File: src/rtl/rv_regfile_param.sv
// Parameterized RISC-V integer register file: registered multi-port reads with
// same-cycle write bypass, and a per-register busy scoreboard.
module rv_regfile_param #(
  parameter int          XLEN     = 32,
  parameter int          NREGS    = 32,
  parameter int          NRD      = 2,
  parameter int          NWR      = 1,
  parameter logic [63:0] SP_RESET = 64'd4096,
  localparam int         AW       = $clog2(NREGS)
) (
  input  logic                clk,
  input  logic                rst_n,
  input  logic [NWR-1:0]      wr_en,
  input  logic [NWR*AW-1:0]   wr_addr,
  input  logic [NWR*XLEN-1:0] wr_data,
  input  logic [NRD*AW-1:0]   rd_addr,
  output logic [NRD*XLEN-1:0] rd_data,
  output logic [NRD-1:0]      rd_busy,
  input  logic                sb_set,
  input  logic [AW-1:0]       sb_addr
);

  // Read-side views include x0 as a constant so indexing needs no range guard.
  logic [XLEN-1:0] rf_view   [NREGS];
  logic            busy_view [NREGS];

  assign rf_view[0]   = '0;
  assign busy_view[0] = 1'b0;

  for (genvar r = 1; r < NREGS; r++) begin : g_reg
    localparam logic [XLEN-1:0] RST_VAL = (r == 2) ? SP_RESET[XLEN-1:0] : '0;
    logic [XLEN-1:0] q;
    logic            b;

    // Later write ports override earlier ones; a set overrides a clearing write.
    always_ff @(posedge clk or negedge rst_n) begin
      if (!rst_n) begin
        q <= RST_VAL;
        b <= 1'b0;
      end else begin
        for (int k = 0; k < NWR; k++) begin
          if (wr_en[k] && (wr_addr[k*AW +: AW] == AW'(r))) begin
            q <= wr_data[k*XLEN +: XLEN];
            b <= 1'b0;
          end
        end
        if (sb_set && (sb_addr == AW'(r))) begin
          b <= 1'b1;
        end
      end
    end

    assign rf_view[r]   = q;
    assign busy_view[r] = b;
  end

  for (genvar i = 0; i < NRD; i++) begin : g_rd
    logic [AW-1:0]   idx;
    logic [XLEN-1:0] data_nxt;
    logic            busy_nxt;
    logic [XLEN-1:0] data_q;
    logic            busy_q;

    assign idx = rd_addr[i*AW +: AW];

    // Busy reported after same-cycle clears, before same-cycle sets.
    always_comb begin
      data_nxt = rf_view[idx];
      busy_nxt = busy_view[idx];
      for (int k = 0; k < NWR; k++) begin
        if (wr_en[k] && (idx != '0) && (wr_addr[k*AW +: AW] == idx)) begin
          data_nxt = wr_data[k*XLEN +: XLEN];
          busy_nxt = 1'b0;
        end
      end
    end

    always_ff @(posedge clk or negedge rst_n) begin
      if (!rst_n) begin
        data_q <= '0;
        busy_q <= 1'b0;
      end else begin
        data_q <= data_nxt;
        busy_q <= busy_nxt;
      end
    end

    assign rd_data[i*XLEN +: XLEN] = data_q;
    assign rd_busy[i]              = busy_q;
  end

endmodule
File: config.mk
export PLATFORM = sky130hd
export DESIGN_NAME = rv_regfile_param
export DESIGN_NICKNAME = d
export VERILOG_FILES = /design/src/rtl/rv_regfile_param.sv
export SDC_FILE = /design/constraint.sdc
export NUM_CORES = 2
export LEC_CHECK = 0
export ABC_CLOCK_PERIOD_IN_PS = 4750
export CAP_MARGIN = 20
export CORE_MARGIN = 10
export CORE_UTILIZATION = 51
export CTS_BUF_LIST = sky130_fd_sc_hd__clkbuf_4 sky130_fd_sc_hd__clkbuf_8
export DETAILED_ROUTE_END_ITERATION = 16
export HOLD_SLACK_MARGIN = 0.1
export PLACE_DENSITY_LB_ADDON = 0.25
export SLEW_MARGIN = 15
export SYNTH_ARGS = -nofsm -noshare
export SYNTH_HDL_FRONTEND = slang
export SYNTH_SLANG_ARGS = --single-unit
File: constraint.sdc
create_clock -name clk -period 4.75 [get_ports clk]
set_input_delay 0.475 -clock clk [delete_from_list [all_inputs] [get_ports clk]]
set_output_delay 0.475 -clock clk [all_outputs]
set_load 0.02 [all_outputs]
==> impl_metrics.toml <==
[finish]
finalNonFillerCells = 5516
final_cell_area_mm2 = 0.0638
syn_to_final_growth_pct = 12.1
fin_util_pct = 57.6
layout-drive-gt1-share_pct = 51.2
nNetsFinal = 3944

[global_route]
grt_usage_pct = 28.0
antenna_found_initial = 7
grt_pass1_vias = 38470
grt_pass1_wl_um = 263000
grt_overflow = 0
grt_max_degree = 117

[setup_path]
worst_setup_path_end_kind = "register"
r2r-end = "g_rd[0].data_q[31]"
cp_data_required_time_ns = 5.49
cpPeakStageDelay_ns = 0.83
path_delay_family = "simple AND/OR/NAND/NOR gates"
rr_worst_depth = 4
r2r_slack_ns = 2.71
critPathArrivalTime_ns = 3.48
r2r_start = "g_reg[15].q[31]"
worstPathCellList = "clkdlybuf4s50_1 > nand2b_1 > or2_1 > or3_2 > buf_4 > mux2_2"
critPathLaunchType = "input pin"
crit_type = "input pin to register"
crit_fanout = 20
worst-path-buf-inv = 2
slowest_stage = "or3_2"

[logic_synthesis]
syn_nets = 3916
syn_area_mm2 = 0.0569
synth_top_area_share_pct = 47.9
synth.avg_cell_area_um2 = 14.7
synth_ff_type = "dfrtp_1"
synth_cell_types = 49
synth_area_leaders = "dfrtp_1, mux2_2, mux4_2, mux2i_1, clkbuf_1"
yosysSeqAreaShare_pct = 47.9
synth_top_cell_by_area = "dfrtp_1"
yosys_warnings = 0
synth-seq-cells = 1089
netlist_instances = 3860
ys_async_sr_fraction_pct = 100
synth_edf_count = 0

[detailed_routing]
m1WireLength_um = 75000
vias_per_cell = 6.76
antenna_left = 0
drtIter0Drc = 3905
wirelength_um = 177000
vias = 37289
wl_met2_um = 80300
route.met3.wl_um = 16400
top_layer = "met5"
drc = 0
firstDrtPassIters = 5
routedWlPerCell_um = 32.1

[timing]
maxSlewHeadroom_pct = 23.2
skew_ns = 0.0358
period_minus_slack_ns = 2.74
tns_ns = 0
setup_viol = 0
fin_crit_sh_pct = 57.7
clock.fmax_mhz = 365
rsz0062_at_grt = "no"
timing.final.ws_setup_ns = 2.01
slew_viol_final = 0
hold_violations = 0
worst_pin_slew_ns = 1.15
whs_ns = 0.145

[min_path]
min_to = "g_rd[1].data_q[1]"
min_from = "wr_data[1]"
hold_path_class = "input pin to register"
hold_depth = 3

[placed_design]
dp.cells = 5178
place_congestion = 0.820
portBuffers = 121
placed_area_mm2 = 0.0597
hpwl_um = 102000
preCtsSetupSlack_ns = 1.22

[floorplanning]
top_level_ports = 122
die_y_um = 354
start_util_pct = 51.4
fp.dieW_um = 354
die_area_mm2 = 0.125
num_rows = 122
core_mm2 = 0.111

[clock_network]
cts.clk_slew.worst_paths_ns = 0.06
postCtsSetupBuffers = 0
worstSkewPairLatency_ns = 0.87
clk_path_buf_depth = 3
cts_max_level = 4
cts_tree = "built"
cts_made_buffers = 183
root_buffer = "clkbuf_8"
clock-sinks = 1089

[power]
p_total_mw = 27.0
power-per-cell-area_mw_per_mm2 = 423
ir_drop_uv = 222
p_leak_nw = 27.6

[run_status]
status = "finished, final reports clean"

[run]
drv_cap = 0
[where the power goes]
| group | internal [mW] | switching, mW |
|---|---|---|
| clock network | 5.06 | 3.97 |
| registers | 11.1 | 1.26 |
| logic | 3.32 | 2.27 |
[tightest hold or removal path, stage by stage]
cell and delay [ns]:
buf_2 0.29, nand2_1 0.13, nand2_1 0.05
[metal layers]
| metal | vias up | GRT usage (%) |
|---|---|---|
| li1 | 15017 | - |
| met1 | 20159 | 40.1 |
| met2 | 1757 | 42.3 |
| met3 | 346 | 6.49 |
| met4 | 10 | 8.68 |
| met5 | - | 0 |
[state kept, by name (all words and copies together) (netlist names)]
signal,cells
g_rd.busy_q,2
g_rd.data_q,64
g.q,992
g.b,31
[cells by family (layout without fill, tap and decap cells)]
group | Yosys count | count (layout) | share of synthesized area (%)
other | 0 | 3 | 0
XOR/XNOR | 8 | 8 | 0.123
buffers and inverters | 430 | 595 | 3.43
AND/OR/NAND/NOR | 302 | 302 | 2.47
flip-flops | 1089 | 1089 | 47.9
AO/OA/AOI/OAI | 407 | 407 | 5.49
multiplexers | 1624 | 1624 | 40.6
[cells in the final DEF (no fill, tap or decap), types with 9 or more instances in the layout]
cell	instances
a221oi_1	53
buf_12	28
clkbuf_8	237
o31ai_1	33
nand3_1	64
clkbuf_4	63
mux2i_1	99
a31oi_1	12
nand2_1	90
a22oi_1	111
nor2_1	53
buf_8	17
a22o_1	41
buf_2	12
a21oi_1	41
clkinv_2	9
nor2_4	13
clkdlybuf4s50_1	101
nand2b_1	19
mux4_2	436
dfrtp_1	1088
mux2_2	1089
a221o_1	40
buf_4	102
o211ai_1	11
o221ai_1	20
o21ai_0	31
[cell type report]
type	count	area [um^2]
antenna	3	7.51
clock inverter	22	220
clock buffer	300	3730
inverter	8	30.0
tap	1488	1860
multi-input combinational	2341	27900
sequential	1089	27300
fill	8759	46900
timing repair buffer	265	2710
[timing repair]
action | 4_1_cts | 5_1_grt
gates resized for setup | 0 | 0
hold buffers | 1 | 1
hold endpoints to repair | 68 | 1
[Yosys cell counts (15+ instances only)]
cell type / count
nand2b_1: 21
buf_1: 54
nand3_1: 65
clkbuf_1: 229
a221o_1: 40
buf_6: 18
dfrtp_1: 1088
a21oi_1: 41
a22o_1: 41
nand2_1: 101
o21ai_0: 31
o31ai_1: 33
buf_4: 19
o221ai_1: 20
a221oi_1: 53
mux2i_1: 99
nor2b_1: 15
a22oi_1: 111
nor2_1: 66
mux4_2: 436
mux2_2: 1089
buf_2: 102
[how the worst max path moves through the flow]
stage,start,end,slack (ns),depth (start not counted)
2_1_floorplan,rd_addr[5],g_rd[1].data_q[21],2.46,9
3_3_place_gp,wr_addr[1],g_reg[17].q[10],1.29,6
3_5_place_dp,wr_addr[1],g_reg[17].q[10],1.22,6
4_1_cts,wr_addr[1],g_reg[17].q[10],2.15,6
5_1_grt,wr_addr[1],g_reg[17].q[10],1.99,6
6_report,wr_addr[1],g_reg[17].q[10],2.01,6
Power figures use the tool's default switching activity.
